==> src/rtl/fpa_pkg.sv <==
// Shared types and constants for the floating-point addition sequencer.
package fpa_pkg;

    localparam int FP_W = 32;

    localparam logic EN_ACTIVE    = 1'b1;
    localparam logic VALID_ACTIVE = 1'b1;
    localparam logic RAM_WRITE    = 1'b1;
    localparam logic RAM_READ     = 1'b0;

    typedef enum logic [3:0] {
        ST_IDLE    = 4'd0,
        ST_FETCH_A = 4'd1,
        ST_FETCH_B = 4'd2,
        ST_ISSUE   = 4'd3,
        ST_WAIT    = 4'd4,
        ST_WRITE   = 4'd5,
        ST_NEXT    = 4'd6,
        ST_DONE    = 4'd7,
        ST_ERR     = 4'd8
    } fpa_seq_state_t;

endpackage

==> src/rtl/fpa_timeout_cnt.sv <==
// Per-operation watchdog: cleared on issue, counts while waiting for the adder.
module fpa_timeout_cnt #(
    parameter int TIMEOUT = 64
) (
    input  logic clk,
    input  logic rst,
    input  logic load_i,
    input  logic en_i,
    output logic expire_o
);
    localparam int              CNT_W = (TIMEOUT > 2) ? $clog2(TIMEOUT) : 1;
    localparam logic [CNT_W-1:0] LAST = CNT_W'(TIMEOUT - 1);

    logic [CNT_W-1:0] cnt_q, cnt_d;

    always_comb begin
        cnt_d = cnt_q;
        if (load_i) begin
            cnt_d = '0;
        end else if (en_i && cnt_q != LAST) begin
            cnt_d = cnt_q + 1'b1;
        end
    end

    always_ff @(posedge clk or posedge rst) begin
        if (rst) begin
            cnt_q <= '0;
        end else begin
            cnt_q <= cnt_d;
        end
    end

    // Fires on the edge where the count reaches TIMEOUT-1, so the error
    // state is entered exactly TIMEOUT cycles after the issue cycle.
    assign expire_o = en_i && !load_i && (cnt_d == LAST);

endmodule

==> src/rtl/fpa_seq_ctrl.sv <==
// Clocked sequencer for the FP-add datapath: fetch operand pairs from ROM,
// issue them to the pipelined adder, write sums to RAM, then expose RAM for read-back.
module fpa_seq_ctrl
    import fpa_pkg::*;
#(
    parameter int ROM_AW    = 3,
    parameter int RAM_AW    = 2,
    parameter int NUM_PAIRS = 3,
    parameter int TIMEOUT   = 64
) (
    input  logic              clk,
    input  logic              reset,
    input  logic              start,
    output logic [ROM_AW-1:0] rom_addr,
    output logic              rom_oe,
    input  logic [31:0]       rom_data,
    output logic [31:0]       add_op1,
    output logic [31:0]       add_op2,
    output logic              add_en,
    input  logic              add_valid,
    input  logic [31:0]       add_sum,
    input  logic [RAM_AW-1:0] rd_addr,
    output logic [RAM_AW-1:0] ram_addr,
    output logic [31:0]       ram_wdata,
    output logic              ram_rw,
    output logic              ram_oe,
    output logic              busy,
    output logic              done,
    output logic              error,
    output logic [RAM_AW-1:0] pair_idx
);
    localparam logic [RAM_AW-1:0] LAST_PAIR = RAM_AW'(NUM_PAIRS - 1);

    fpa_seq_state_t    state_q, state_d;
    logic [RAM_AW-1:0] pair_q, pair_d;
    logic [FP_W-1:0]   op1_q, op2_q, sum_q;
    logic              cnt_load, cnt_en, cnt_expire;
    logic              host_side;
    logic [ROM_AW-1:0] rom_base;

    fpa_timeout_cnt #(.TIMEOUT(TIMEOUT)) u_timeout (
        .clk      (clk),
        .rst      (reset),
        .load_i   (cnt_load),
        .en_i     (cnt_en),
        .expire_o (cnt_expire)
    );

    always_comb begin
        state_d  = state_q;
        pair_d   = pair_q;
        cnt_load = 1'b0;
        cnt_en   = 1'b0;
        case (state_q)
            ST_IDLE, ST_DONE, ST_ERR: begin
                if (start) begin
                    state_d = ST_FETCH_A;
                    pair_d  = '0;
                end
            end
            ST_FETCH_A: state_d = ST_FETCH_B;
            ST_FETCH_B: state_d = ST_ISSUE;
            ST_ISSUE: begin
                state_d  = ST_WAIT;
                cnt_load = 1'b1;
            end
            // A valid arriving on the expiry edge still wins.
            ST_WAIT: begin
                cnt_en = 1'b1;
                if (add_valid == VALID_ACTIVE) begin
                    state_d = ST_WRITE;
                end else if (cnt_expire) begin
                    state_d = ST_ERR;
                end
            end
            ST_WRITE: state_d = ST_NEXT;
            ST_NEXT: begin
                if (pair_q == LAST_PAIR) begin
                    state_d = ST_DONE;
                end else begin
                    pair_d  = pair_q + 1'b1;
                    state_d = ST_FETCH_A;
                end
            end
            default: state_d = ST_IDLE;
        endcase
    end

    always_ff @(posedge clk or posedge reset) begin
        if (reset) begin
            state_q <= ST_IDLE;
            pair_q  <= '0;
        end else begin
            state_q <= state_d;
            pair_q  <= pair_d;
        end
    end

    always_ff @(posedge clk or posedge reset) begin
        if (reset) begin
            op1_q <= '0;
            op2_q <= '0;
            sum_q <= '0;
        end else begin
            if (state_q == ST_FETCH_A) op1_q <= rom_data;
            if (state_q == ST_FETCH_B) op2_q <= rom_data;
            if (state_q == ST_WAIT && add_valid == VALID_ACTIVE) sum_q <= add_sum;
        end
    end

    assign host_side = state_q inside {ST_IDLE, ST_DONE, ST_ERR};
    assign rom_base  = ROM_AW'({pair_q, 1'b0});

    always_comb begin
        rom_addr = '0;
        rom_oe   = 1'b0;
        if (state_q == ST_FETCH_A) begin
            rom_addr = rom_base;
            rom_oe   = 1'b1;
        end else if (state_q == ST_FETCH_B) begin
            rom_addr = rom_base | ROM_AW'(1);
            rom_oe   = 1'b1;
        end
    end

    assign add_op1   = op1_q;
    assign add_op2   = op2_q;
    assign add_en    = (state_q == ST_ISSUE) ? EN_ACTIVE : ~EN_ACTIVE;
    assign ram_rw    = (state_q == ST_WRITE) ? RAM_WRITE : RAM_READ;
    assign ram_wdata = sum_q;
    // Once idle the RAM address belongs to the external reader.
    assign ram_oe    = host_side;
    assign ram_addr  = host_side ? rd_addr : pair_q;
    assign busy      = !host_side;
    assign done      = (state_q == ST_DONE);
    assign error     = (state_q == ST_ERR);
    assign pair_idx  = pair_q;

endmodule

==> config.mk <==
export PLATFORM = sky130hd
export DESIGN_NAME = fpa_seq_ctrl
export DESIGN_NICKNAME = d
export VERILOG_FILES = /design/src/rtl/fpa_pkg.sv /design/src/rtl/fpa_timeout_cnt.sv /design/src/rtl/fpa_seq_ctrl.sv
export SDC_FILE = /design/constraint.sdc
export NUM_CORES = 1
export LEC_CHECK = 0
export ABC_AREA = 1
export CAP_MARGIN = 5
export CORE_MARGIN = 8
export CORE_UTILIZATION = 39
export DETAILED_ROUTE_END_ITERATION = 8
export PLACE_DENSITY = 0.77
export SKIP_LAST_GASP = 1
export SYNTH_ARGS = -nofsm -noshare
export SYNTH_HDL_FRONTEND = slang
export SYNTH_SLANG_ARGS = --single-unit
export TNS_END_PERCENT = 1
==> constraint.sdc <==
create_clock -name clk -period 3.8 [get_ports clk]
set_input_delay 0.95 -clock clk [delete_from_list [all_inputs] [get_ports clk]]
set_output_delay 0.95 -clock clk [all_outputs]
set_load 0.005 [all_outputs]
==> flow_summary.yaml <==
status:
  status: "complete, no violations"
synth:
  ys_ff_latch: 108
  synth_cell_type_count: 18
  syn_area_per_cell_um2: 8.66
  syn_inst: 508
  yosys.area.top_type: "dfrtp_1"
  synth.top_cell.area_share: 0.614
  syn_nets: 580
  synthTopCellsByArea: "dfrtp_1 (61%), nand2_1 (17%), o21ai_0 (8.1%)"
  syn-cell-area_mm2: 0.00440
  yosysWarnings: 0
  synth.yosys.seq_area_share: 0.614
floorplan:
  io-pin-count: 180
  die_h_um: 122
  die-area_mm2: 0.0149
  die_w_um: 122
  start_util: 0.402
  core_area_mm2: 0.0109
  row_count: 38
setup_path:
  worstSetupPathType: "flop to primary output"
  path_buf_inv: 1
  start_kind: "flop"
  rr_endpoint: "state_q[1]"
  cp-end-kind: "primary output"
  r2r-start: "u_timeout.cnt_q[0]"
  critical_path_required_ns: 2.85
  critical_path.slowest_cell: "clkdlybuf4s50_1"
  r2r_slack_ns: 1.88
  path_cells: "nor2_1 -> nand2_2 -> a21oi_1 -> clkdlybuf4s50_1"
  critPathMaxFanout: 27
  arrival_ns: 2.17
  reg2regPathDepth: 13
  cpPeakStageDelay_ns: 0.53
  critPathTopFamily: "simple AND/OR/NAND/NOR gates"
placement:
  place_congestion: 0.804
  hpwl_mm: 9.69
  io_buffers: 179
pwr:
  peakVddDrop_mv: 0.446
  leakagePower_nw: 3.23
  power_density_mw_per_mm2: 815
timing:
  max_slew.worst_pin.slew_ns: 0.694
  timing.setup.tns_ns: 0
  rsz0062_at_grt: "no"
  finalMaxSlewViolations: 0
  finalHoldViolCount: 0
  max_freq_mhz: 320
  whs_ns: 0.481
  setup_violations: 0
  relSlewSlack: 0.537
  fin_crit_sh: 0.822
  period_minus_slack_ns: 3.12
  skew_ns: 0.00768
layout:
  nets: 754
  layout_common_cells: "nand2_1 (199), clkdlybuf4s50_1 (179), dfrtp_1 (108)"
  diodes: 0
  drive_above_1_share: 0.0553
  syn_to_final_growth_pct: 50.7
  final_common_cell: "nand2_1"
routing:
  dr.pass1.iters: 4
  drc_errors: 0
  wl_per_cell_um: 15.6
  ant_nets: 0
  vias_per_cell: 4.66
  drt_wl_total_mm: 12.9
  route.vias.total: 3852
  drtIter0Drc: 309
hold_path:
  hp-class: "flop to flop"
  min_path_cells: 2
  hold_start: "ram_wdata[2]"
  holdPathEnd: "ram_wdata[2]"
global_routing:
  grt_max_degree: 56
  grt_pass1_wl_mm: 20.8
  grt-ovfl-total: 0
  antenna_found_initial: 0
  grt_pass1_vias: 4136
  gr-usage-all-layers: 0.178
cts:
  cts_buffers: 9
  htree_levels: 3
  insertion_delay_ns: 0.35
  cts_buffer_depth: 2
  post-cts-setup-buffer-count: 0
  cts_sinks: 108
  cts_hold_buf: 0
  cts_resized: 0
  path_clk_slew_ns: 0.07
  cts-root-buf: "clkbuf_16"
  cts_tree: "built"
flow_run:
  maxCapViolations: 0
-- stage by stage --
step,cells,setup WS [ns],utilization,instance area [um^2],total power [mW]
floorplan,508,0.00440,-,4400,2.98
global placement,811,0.783,0.579,6330,4.42
detailed placement,811,0.759,0.579,6330,4.50
CTS,827,0.655,0.606,6630,5.47
global route,827,0.487,0.606,6630,5.80
finish,827,0.677,0.606,6630,5.40
-- worst max path at each step --
stage          depth (start not counted)     endpoint  slack [ns]  startpoint
2_1_floorplan                          1   add_op1[0]       0.004       reset
3_3_place_gp                           4  ram_addr[1]        0.78  rd_addr[1]
3_5_place_dp                           4  ram_addr[0]        0.76  rd_addr[0]
4_1_cts                                4  rom_addr[2]        0.65  state_q[3]
5_1_grt                                4  rom_addr[1]        0.49  state_q[3]
6_report                               4  rom_addr[2]        0.68  state_q[3]
-- power breakdown --
group / total (mW) / leakage, nW / internal, mW / switching [mW]
Clock: 0.940 / 0.141 / 0.516 / 0.424
Sequential: 2.03 / 1.35 / 1.70 / 0.330
Combinational: 2.44 / 1.74 / 1.32 / 1.11
-- worst min-delay path, delay by kind of cell (launching register included) --
family | cells | cell delay, ns
simple gates | 2 | 0.11
flops | 1 | 0.34
-- per-layer routing --
layer | up-vias | track usage | part of all wire
met1 | 1822 | 0.188 | 0.38
met5 | - | 0 | 0
li1 | 1906 | - | -
met2 | 101 | 0.314 | 0.53
met4 | 0 | 0.0739 | 0.024
met3 | 23 | 0.0643 | 0.070
-- flip-flops by register name, summed over array words and instances (netlist names) --
| name | flops |
|---|---|
| add_op1 | 32 |
| add_op2 | 32 |
| ram_wdata | 32 |
| u_timeout.cnt_q | 6 |
| state_q | 4 |
| pair_idx | 2 |
-- cell usage after synthesis (all sizes together) --
cell    number
nand2      207
dfrtp      108
o21ai       71
inv         59
nor2        21
nand3       14
clkbuf      13
buf          7
a21oi        2
ha           2
nor3         2
nand4        1
or2          1
-- kinds of logic after synthesis --
kind of cell	synth area share
fa+ha+maj	0.00569
flops	0.614
buf+inv	0.0688
simple gates	0.228
compound gates	0.0830
-- area by class of cell --
class	count	area, um^2
repair buffers	183	1830
clock inverters	5	60.1
inverters	59	224
multi-input cells	321	1400
well taps	140	175
flip-flops and latches	108	2700
clock buffers	11	233
fillers	921	4310
Power figures use the tool's default switching activity.
